==> src/rtl/status_pack_tx_if.sv <==
// Byte stream from the status packer to the UART transmitter.
//   tx_data  : byte currently offered
//   tx_valid : tx_data is valid
//   tx_ready : the transmitter accepts the byte (transfer on tx_valid & tx_ready)
// master = packer side, slave = UART side.
interface status_pack_tx_if;
   logic [7:0] tx_data;
   logic       tx_valid;
   logic       tx_ready;

   modport master (output tx_data, output tx_valid, input tx_ready);
   modport slave  (input tx_data, input tx_valid, output tx_ready);
endinterface

==> src/rtl/status_pack_tx.sv <==
// status_pack_tx: return path of the fan control link. Snapshots fan status on a periodic
// tick or on report_req, packs it into a byte frame and streams it over a valid/ready link.
// Ports:
//   sys_clk, sys_rst_n : clock, asynchronous active-low reset
//   mode               : 1 = manual, 0 = auto
//   duty_data[6:0]     : PWM duty in percent (clamped to 100 in the frame)
//   speed_data[11:0]   : fan speed in RPM
//   temp_data[7:0]     : temperature in degrees C
//   report_req         : single-cycle request for an immediate report
//   tx_if (master)     : tx_data / tx_valid out, tx_ready in
//   busy               : a frame is in progress (LOAD or SEND)
// Frame: HEAD, {mode,duty}, {4'b0,speed[11:8]}, speed[7:0], temp, [CHK], TAIL.
// Optional feature macro PACK_CHKSUM_EN: adds CHK = (byte1+byte2+byte3+byte4) mod 256.
module status_pack_tx #(
   parameter int unsigned PERIOD_CYC = 5_000_000,
   parameter logic [7:0]  HEAD_BYTE  = 8'hAA,
   parameter logic [7:0]  TAIL_BYTE  = 8'h55
) (
   input  logic              sys_clk,
   input  logic              sys_rst_n,
   input  logic              mode,
   input  logic [6:0]        duty_data,
   input  logic [11:0]       speed_data,
   input  logic [7:0]        temp_data,
   input  logic              report_req,
   status_pack_tx_if.master  tx_if,
   output logic              busy
);

   localparam int unsigned TMR_W = $clog2(PERIOD_CYC);
   localparam int unsigned IDX_W = 3;
`ifdef PACK_CHKSUM_EN
   localparam logic [IDX_W-1:0] LAST_IDX = IDX_W'(6);
`else
   localparam logic [IDX_W-1:0] LAST_IDX = IDX_W'(5);
`endif

   typedef enum logic [1:0] {
      IDLE = 2'd0,
      LOAD = 2'd1,
      SEND = 2'd2
   } state_t;

   state_t             state_q, state_d;
   logic [TMR_W-1:0]   timer_q, timer_d;
   logic [IDX_W-1:0]   idx_q, idx_d;
   logic [7:0]         tx_data_q, tx_data_d;
   logic               tx_valid_q, tx_valid_d;
   logic               busy_q, busy_d;
   logic [7:0]         b1_q, b1_d;       // {mode, clamped duty}
   logic [3:0]         spd_hi_q, spd_hi_d;
   logic [7:0]         spd_lo_q, spd_lo_d;
   logic [7:0]         temp_q, temp_d;
`ifdef PACK_CHKSUM_EN
   logic [7:0]         chk_q, chk_d;
`endif

   logic               tick_c;
   logic               hs_c;
   logic [6:0]         duty_c;
   logic [IDX_W-1:0]   nxt_idx_c;
   logic [7:0]         nxt_byte_c;

   assign tick_c    = (timer_q == TMR_W'(PERIOD_CYC - 1));
   assign hs_c      = tx_valid_q & tx_if.tx_ready;
   assign duty_c    = (duty_data > 7'd100) ? 7'd100 : duty_data;
   assign nxt_idx_c = IDX_W'(idx_q + IDX_W'(1));

   // Byte that follows the current one, taken from the snapshot registers.
   always_comb begin
      nxt_byte_c = 8'h00;
      case (nxt_idx_c)
         IDX_W'(0): nxt_byte_c = HEAD_BYTE;
         IDX_W'(1): nxt_byte_c = b1_q;
         IDX_W'(2): nxt_byte_c = {4'b0000, spd_hi_q};
         IDX_W'(3): nxt_byte_c = spd_lo_q;
         IDX_W'(4): nxt_byte_c = temp_q;
`ifdef PACK_CHKSUM_EN
         IDX_W'(5): nxt_byte_c = chk_q;
         IDX_W'(6): nxt_byte_c = TAIL_BYTE;
`else
         IDX_W'(5): nxt_byte_c = TAIL_BYTE;
`endif
         default:   nxt_byte_c = 8'h00;
      endcase
   end

   // Next-state, timer and output logic.
   always_comb begin
      state_d    = state_q;
      idx_d      = idx_q;
      tx_data_d  = tx_data_q;
      tx_valid_d = tx_valid_q;
      busy_d     = busy_q;
      b1_d       = b1_q;
      spd_hi_d   = spd_hi_q;
      spd_lo_d   = spd_lo_q;
      temp_d     = temp_q;
`ifdef PACK_CHKSUM_EN
      chk_d      = chk_q;
`endif
      // Free-running period timer; keeps counting while a frame is in flight.
      timer_d    = tick_c ? '0 : TMR_W'(timer_q + TMR_W'(1));

      case (state_q)
         IDLE: begin
            // Tick and request in the same cycle still give a single frame.
            if (tick_c || report_req) begin
               state_d = LOAD;
               busy_d  = 1'b1;
            end
         end
         LOAD: begin
            b1_d       = {mode, duty_c};
            spd_hi_d   = speed_data[11:8];
            spd_lo_d   = speed_data[7:0];
            temp_d     = temp_data;
`ifdef PACK_CHKSUM_EN
            chk_d      = 8'({mode, duty_c} + {4'b0000, speed_data[11:8]}
                            + speed_data[7:0] + temp_data);
`endif
            idx_d      = '0;
            tx_data_d  = HEAD_BYTE;
            tx_valid_d = 1'b1;
            state_d    = SEND;
         end
         SEND: begin
            if (hs_c) begin
               if (idx_q == LAST_IDX) begin
                  tx_valid_d = 1'b0;
                  busy_d     = 1'b0;
                  idx_d      = '0;
                  state_d    = IDLE;
               end else begin
                  idx_d     = nxt_idx_c;
                  tx_data_d = nxt_byte_c;
               end
            end
         end
         default: begin
            state_d    = IDLE;
            tx_valid_d = 1'b0;
            busy_d     = 1'b0;
         end
      endcase
   end

   // State and output registers.
   always_ff @(posedge sys_clk or negedge sys_rst_n) begin
      if (!sys_rst_n) begin
         state_q    <= IDLE;
         timer_q    <= '0;
         idx_q      <= '0;
         tx_data_q  <= 8'h00;
         tx_valid_q <= 1'b0;
         busy_q     <= 1'b0;
         b1_q       <= 8'h00;
         spd_hi_q   <= 4'h0;
         spd_lo_q   <= 8'h00;
         temp_q     <= 8'h00;
`ifdef PACK_CHKSUM_EN
         chk_q      <= 8'h00;
`endif
      end else begin
         state_q    <= state_d;
         timer_q    <= timer_d;
         idx_q      <= idx_d;
         tx_data_q  <= tx_data_d;
         tx_valid_q <= tx_valid_d;
         busy_q     <= busy_d;
         b1_q       <= b1_d;
         spd_hi_q   <= spd_hi_d;
         spd_lo_q   <= spd_lo_d;
         temp_q     <= temp_d;
`ifdef PACK_CHKSUM_EN
         chk_q      <= chk_d;
`endif
      end
   end

   assign tx_if.tx_data  = tx_data_q;
   assign tx_if.tx_valid = tx_valid_q;
   assign busy           = busy_q;

endmodule

==> src/flat_wrapper.sv <==
// flat-port wrapper written by rule: the top's interface ports become plain ports
module status_pack_tx_flat 
#(
   parameter int unsigned PERIOD_CYC = 5_000_000,
   parameter logic [7:0]  HEAD_BYTE  = 8'hAA,
   parameter logic [7:0]  TAIL_BYTE  = 8'h55
)
  (sys_clk, sys_rst_n, mode, duty_data, speed_data, temp_data, report_req, busy, tx_if_tx_data, tx_if_tx_valid, tx_if_tx_ready);
  status_pack_tx_if tx_if_i ();
  input  logic sys_clk;
  input  logic sys_rst_n;
  input  logic mode;
  input  logic [6:0] duty_data;
  input  logic [11:0] speed_data;
  input  logic [7:0] temp_data;
  input  logic report_req;
  output logic busy;
  output wire logic [$bits(tx_if_i.tx_data)-1:0] tx_if_tx_data;
  output wire logic [$bits(tx_if_i.tx_valid)-1:0] tx_if_tx_valid;
  input wire logic [$bits(tx_if_i.tx_ready)-1:0] tx_if_tx_ready;
  assign tx_if_tx_data = tx_if_i.tx_data;
  assign tx_if_tx_valid = tx_if_i.tx_valid;
  assign tx_if_i.tx_ready = tx_if_tx_ready;
  status_pack_tx #(.PERIOD_CYC(PERIOD_CYC), .HEAD_BYTE(HEAD_BYTE), .TAIL_BYTE(TAIL_BYTE)) u_core (.sys_clk(sys_clk), .sys_rst_n(sys_rst_n), .mode(mode), .duty_data(duty_data), .speed_data(speed_data), .temp_data(temp_data), .report_req(report_req), .tx_if(tx_if_i), .busy(busy));
endmodule
==> config.mk <==
export PLATFORM = sky130hd
export DESIGN_NAME = status_pack_tx_flat
export DESIGN_NICKNAME = d
export VERILOG_FILES = /design/src/rtl/status_pack_tx_if.sv /design/src/rtl/status_pack_tx.sv /design/src/flat_wrapper.sv
export SDC_FILE = /design/constraint.sdc
export NUM_CORES = 1
export LEC_CHECK = 0
export CAP_MARGIN = 5
export CORE_AREA = 3 3 89 74
export DETAILED_ROUTE_END_ITERATION = 6
export DIE_AREA = 0 0 92 77
export HOLD_SLACK_MARGIN = 0.06
export PLACE_DENSITY = 0.77
export SKIP_CTS_REPAIR_TIMING = 1
export SYNTH_ARGS = -nofsm -noshare
export SYNTH_HDL_FRONTEND = slang
export SYNTH_SLANG_ARGS = --single-unit
==> constraint.sdc <==
create_clock -name sys_clk -period 2.3 [get_ports sys_clk]
set_input_delay 0.23 -clock sys_clk [delete_from_list [all_inputs] [get_ports sys_clk]]
set_output_delay 0.23 -clock sys_clk [all_outputs]
set_load 0.01 [all_outputs]
==> out/metrics.yaml <==
status:
  status: "finished clean"
clock_network:
  htreeDepth: 3
  clkSinkCount: 66
  insertion_delay_ns: 0.34
  cts_made_buffers: 9
  cts_tree: "yes"
  clockBufferDepth: 2
  root_buffer: "clkbuf_8"
  clkTransAtPathRegs_ns: 0.07
logic_synthesis:
  async_flop_share_pct: 100
  post-synth-top-area-cell: "dfrtp_1"
  seq_area_frac_synth_pct: 53.9
  ys_types: 50
  syn-num-nets: 340
  synth_area_per_cell_sq_um: 9.98
  synth_edf_count: 0
  synth_ff_type: "dfrtp_1"
  synthTopCellsByArea: "dfrtp_1, nand2_1, xnor2_1"
  syn_inst: 307
  synth_top_cell_area_share_pct: 53.9
  synth.ff_latch_count: 66
  synth_area_sq_um: 3060
  yosys_warnings: 0
power_and_ir_drop:
  peakVddDrop_v: 0.000522
  combPwrFrac_pct: 30.3
  p_sw_mw: 1.30
  clock_power_share_pct: 24.8
  power_density_nw_per_um2: 1050
  p_int_mw: 2.69
  netSwitchingFraction_pct: 32.5
  total_leakage_power_nw: 1.72
  p_seq_share_pct: 44.9
global_routing:
  antenna_found_initial: 0
  grt_overflow: 0
  grt_max_degree: 40
  grt_pass1_wl_microns: 11200
  grt_pass1_vias: 2344
  track_usage_pct: 20.2
timing:
  period_share_pct: 80.8
  timing.fmax_mhz: 538
  finClkSkew_ns: 0.00727
  final.setup.tns_ns: 0
  hold_viol: 0
  maxSlewViolCount: 0
  period_needed_ns: 1.86
  worst_pin_slew_ns: 0.634
  rsz0062_at_grt: "false"
  finalSetupViolCount: 0
  worst_slack_ns: 0.441
  max_slew_margin_pct: 57.6
floorplanning:
  rows: 25
  coreArea_sq_um: 5820
  ios: 42
  floorplan.initialDensity_pct: 52.6
  die_h_microns: 77
  dieArea_sq_um: 7080
  die_x_microns: 92
critical_path:
  start_kind: "register"
  endpoint_kind: "register"
  crit_arrival_ns: 2.14
  path_class: "reg2reg"
  cp_max_fo: 13
  required_ns: 2.58
finish:
  layout-drive-gt1-share_pct: 9.50
  nets: 387
  area_growth_pct: 23.6
  diodes: 0
  layout_commonest_cell: "nand2_1"
  final_cell_mix: "nand2_1, dfrtp_1, clkdlybuf4s50_1, nor2_1, xnor2_1"
route:
  routed_wl_microns: 6570
  num_vias: 2357
  drt-wirelength-per-cell_microns: 15.0
  drc: 0
  via_per_inst: 5.37
  drt_pass1_iterations: 4
  drt_iter0_markers: 137
  ant_nets: 0
place:
  place_ws_ns: 0.446
  gp_congestion: 0.840
  hpwlAfterDp_microns: 4760
  portBuffers: 41
flow_run:
  cap_violations: 0
worst_hold_path:
  hold_path_class: "in2reg"
-- Yosys cell counts, drive strengths merged, types with 5 or more instances --
master,count
nor4,6
nand4,7
o21ai,7
nand2,80
clkbuf,8
nor2,21
inv,6
xnor2,14
nand3,10
dfrtp,66
a21oi,8
xor2,5
a22o,10
-- per-stage QoR --
| step | utilization, % | power (mW) | hold slack, ns | cell area, sq um | instances |
|---|---|---|---|---|---|
| floorplan | - | 2.52 | -0.0656 | 3060 | 307 |
| global placement | 61.4 | 2.97 | 0.279 | 3570 | 423 |
| detailed placement | 61.4 | 3.02 | 0.282 | 3570 | 423 |
| CTS | 64.9 | 4.02 | -0.0867 | 3770 | 438 |
| global route | 65.1 | 4.26 | 0.398 | 3780 | 439 |
| finish | 65.1 | 3.99 | 0.409 | 3780 | 439 |
-- worst max-delay path: stages (launching register included) --
cell and delay [ns]:
dfrtp_1 0.40, ha_1 0.26, nand3_4 0.14, or4_4 0.52
nor2_4 0.29, o211a_1 0.18
-- power by group through the flow --
stage / Combinational, mW / Clock, mW / Sequential, mW
floorplan: 0.826 / 0 / 1.70
global placement: 1.17 / 0 / 1.80
detailed placement: 1.22 / 0 / 1.81
CTS: 1.22 / 1.01 / 1.79
global route: 1.36 / 1.06 / 1.84
finish: 1.21 / 0.988 / 1.79
-- logic make-up after synthesis --
group                    share of synthesized area (%)
multiplexers                                      2.78
buffers and inverters                             2.57
flip-flops                                        53.9
AO/OA/AOI/OAI                                     11.2
XOR/XNOR                                          5.43
adder cells (fa/ha/maj)                          0.408
AND/OR/NAND/NOR                                   23.7
-- layout make-up --
| cell class | count | area [sq um] |
|---|---|---|
| fill | 482 | 2030 |
| sequential | 66 | 1650 |
| multi-input combinational | 223 | 1330 |
| timing repair buffer | 48 | 473 |
| clock buffer | 13 | 169 |
| tap | 81 | 101 |
| clock inverter | 2 | 35.0 |
| inverter | 6 | 22.5 |
-- per-layer routing --
| layer | part of all wire [%] | global-route usage [%] | vias to the layer above |
|---|---|---|---|
| met5 | 0 | 0 | - |
| met3 | 5.4 | 5.98 | 9 |
| met4 | 1.5 | 8.01 | 0 |
| li1 | - | - | 1158 |
| met1 | 48 | 28.3 | 1138 |
| met2 | 45 | 29.7 | 52 |
-- final timing paths --
| check | start | end | slack, ns | cells after the start |
|---|---|---|---|---|
| worst max-delay path | u_core.timer_q[0] | u_core.state_q[0] | 0.44 | 5 |
| worst min-delay path | speed_data[10] | u_core.spd_hi_q[2] | 0.41 | 3 |
| worst max register to register | u_core.timer_q[0] | u_core.state_q[0] | 0.44 | 5 |
| worst min register to register | u_core.spd_lo_q[4] | u_core.spd_lo_q[4] | 0.47 | 2 |
| max in group asynchronous | sys_rst_n | u_core.timer_q[17] | 1.23 | 3 |
| min in group asynchronous | sys_rst_n | u_core.spd_hi_q[2] | 0.44 | 2 |
-- registers in the layout, summed over array words and instances, names as in the netlist --
signal / cells
u_core.b1_q: 8
u_core.busy: 1
u_core.idx_q: 3
u_core.spd_hi_q: 4
u_core.spd_lo_q: 8
u_core.state_q: 2
u_core.temp_q: 8
u_core.timer_q: 23
u_core.tx_if.tx_data: 8
u_core.tx_if.tx_valid: 1
Note: power is estimated with default switching activity, not from simulation.
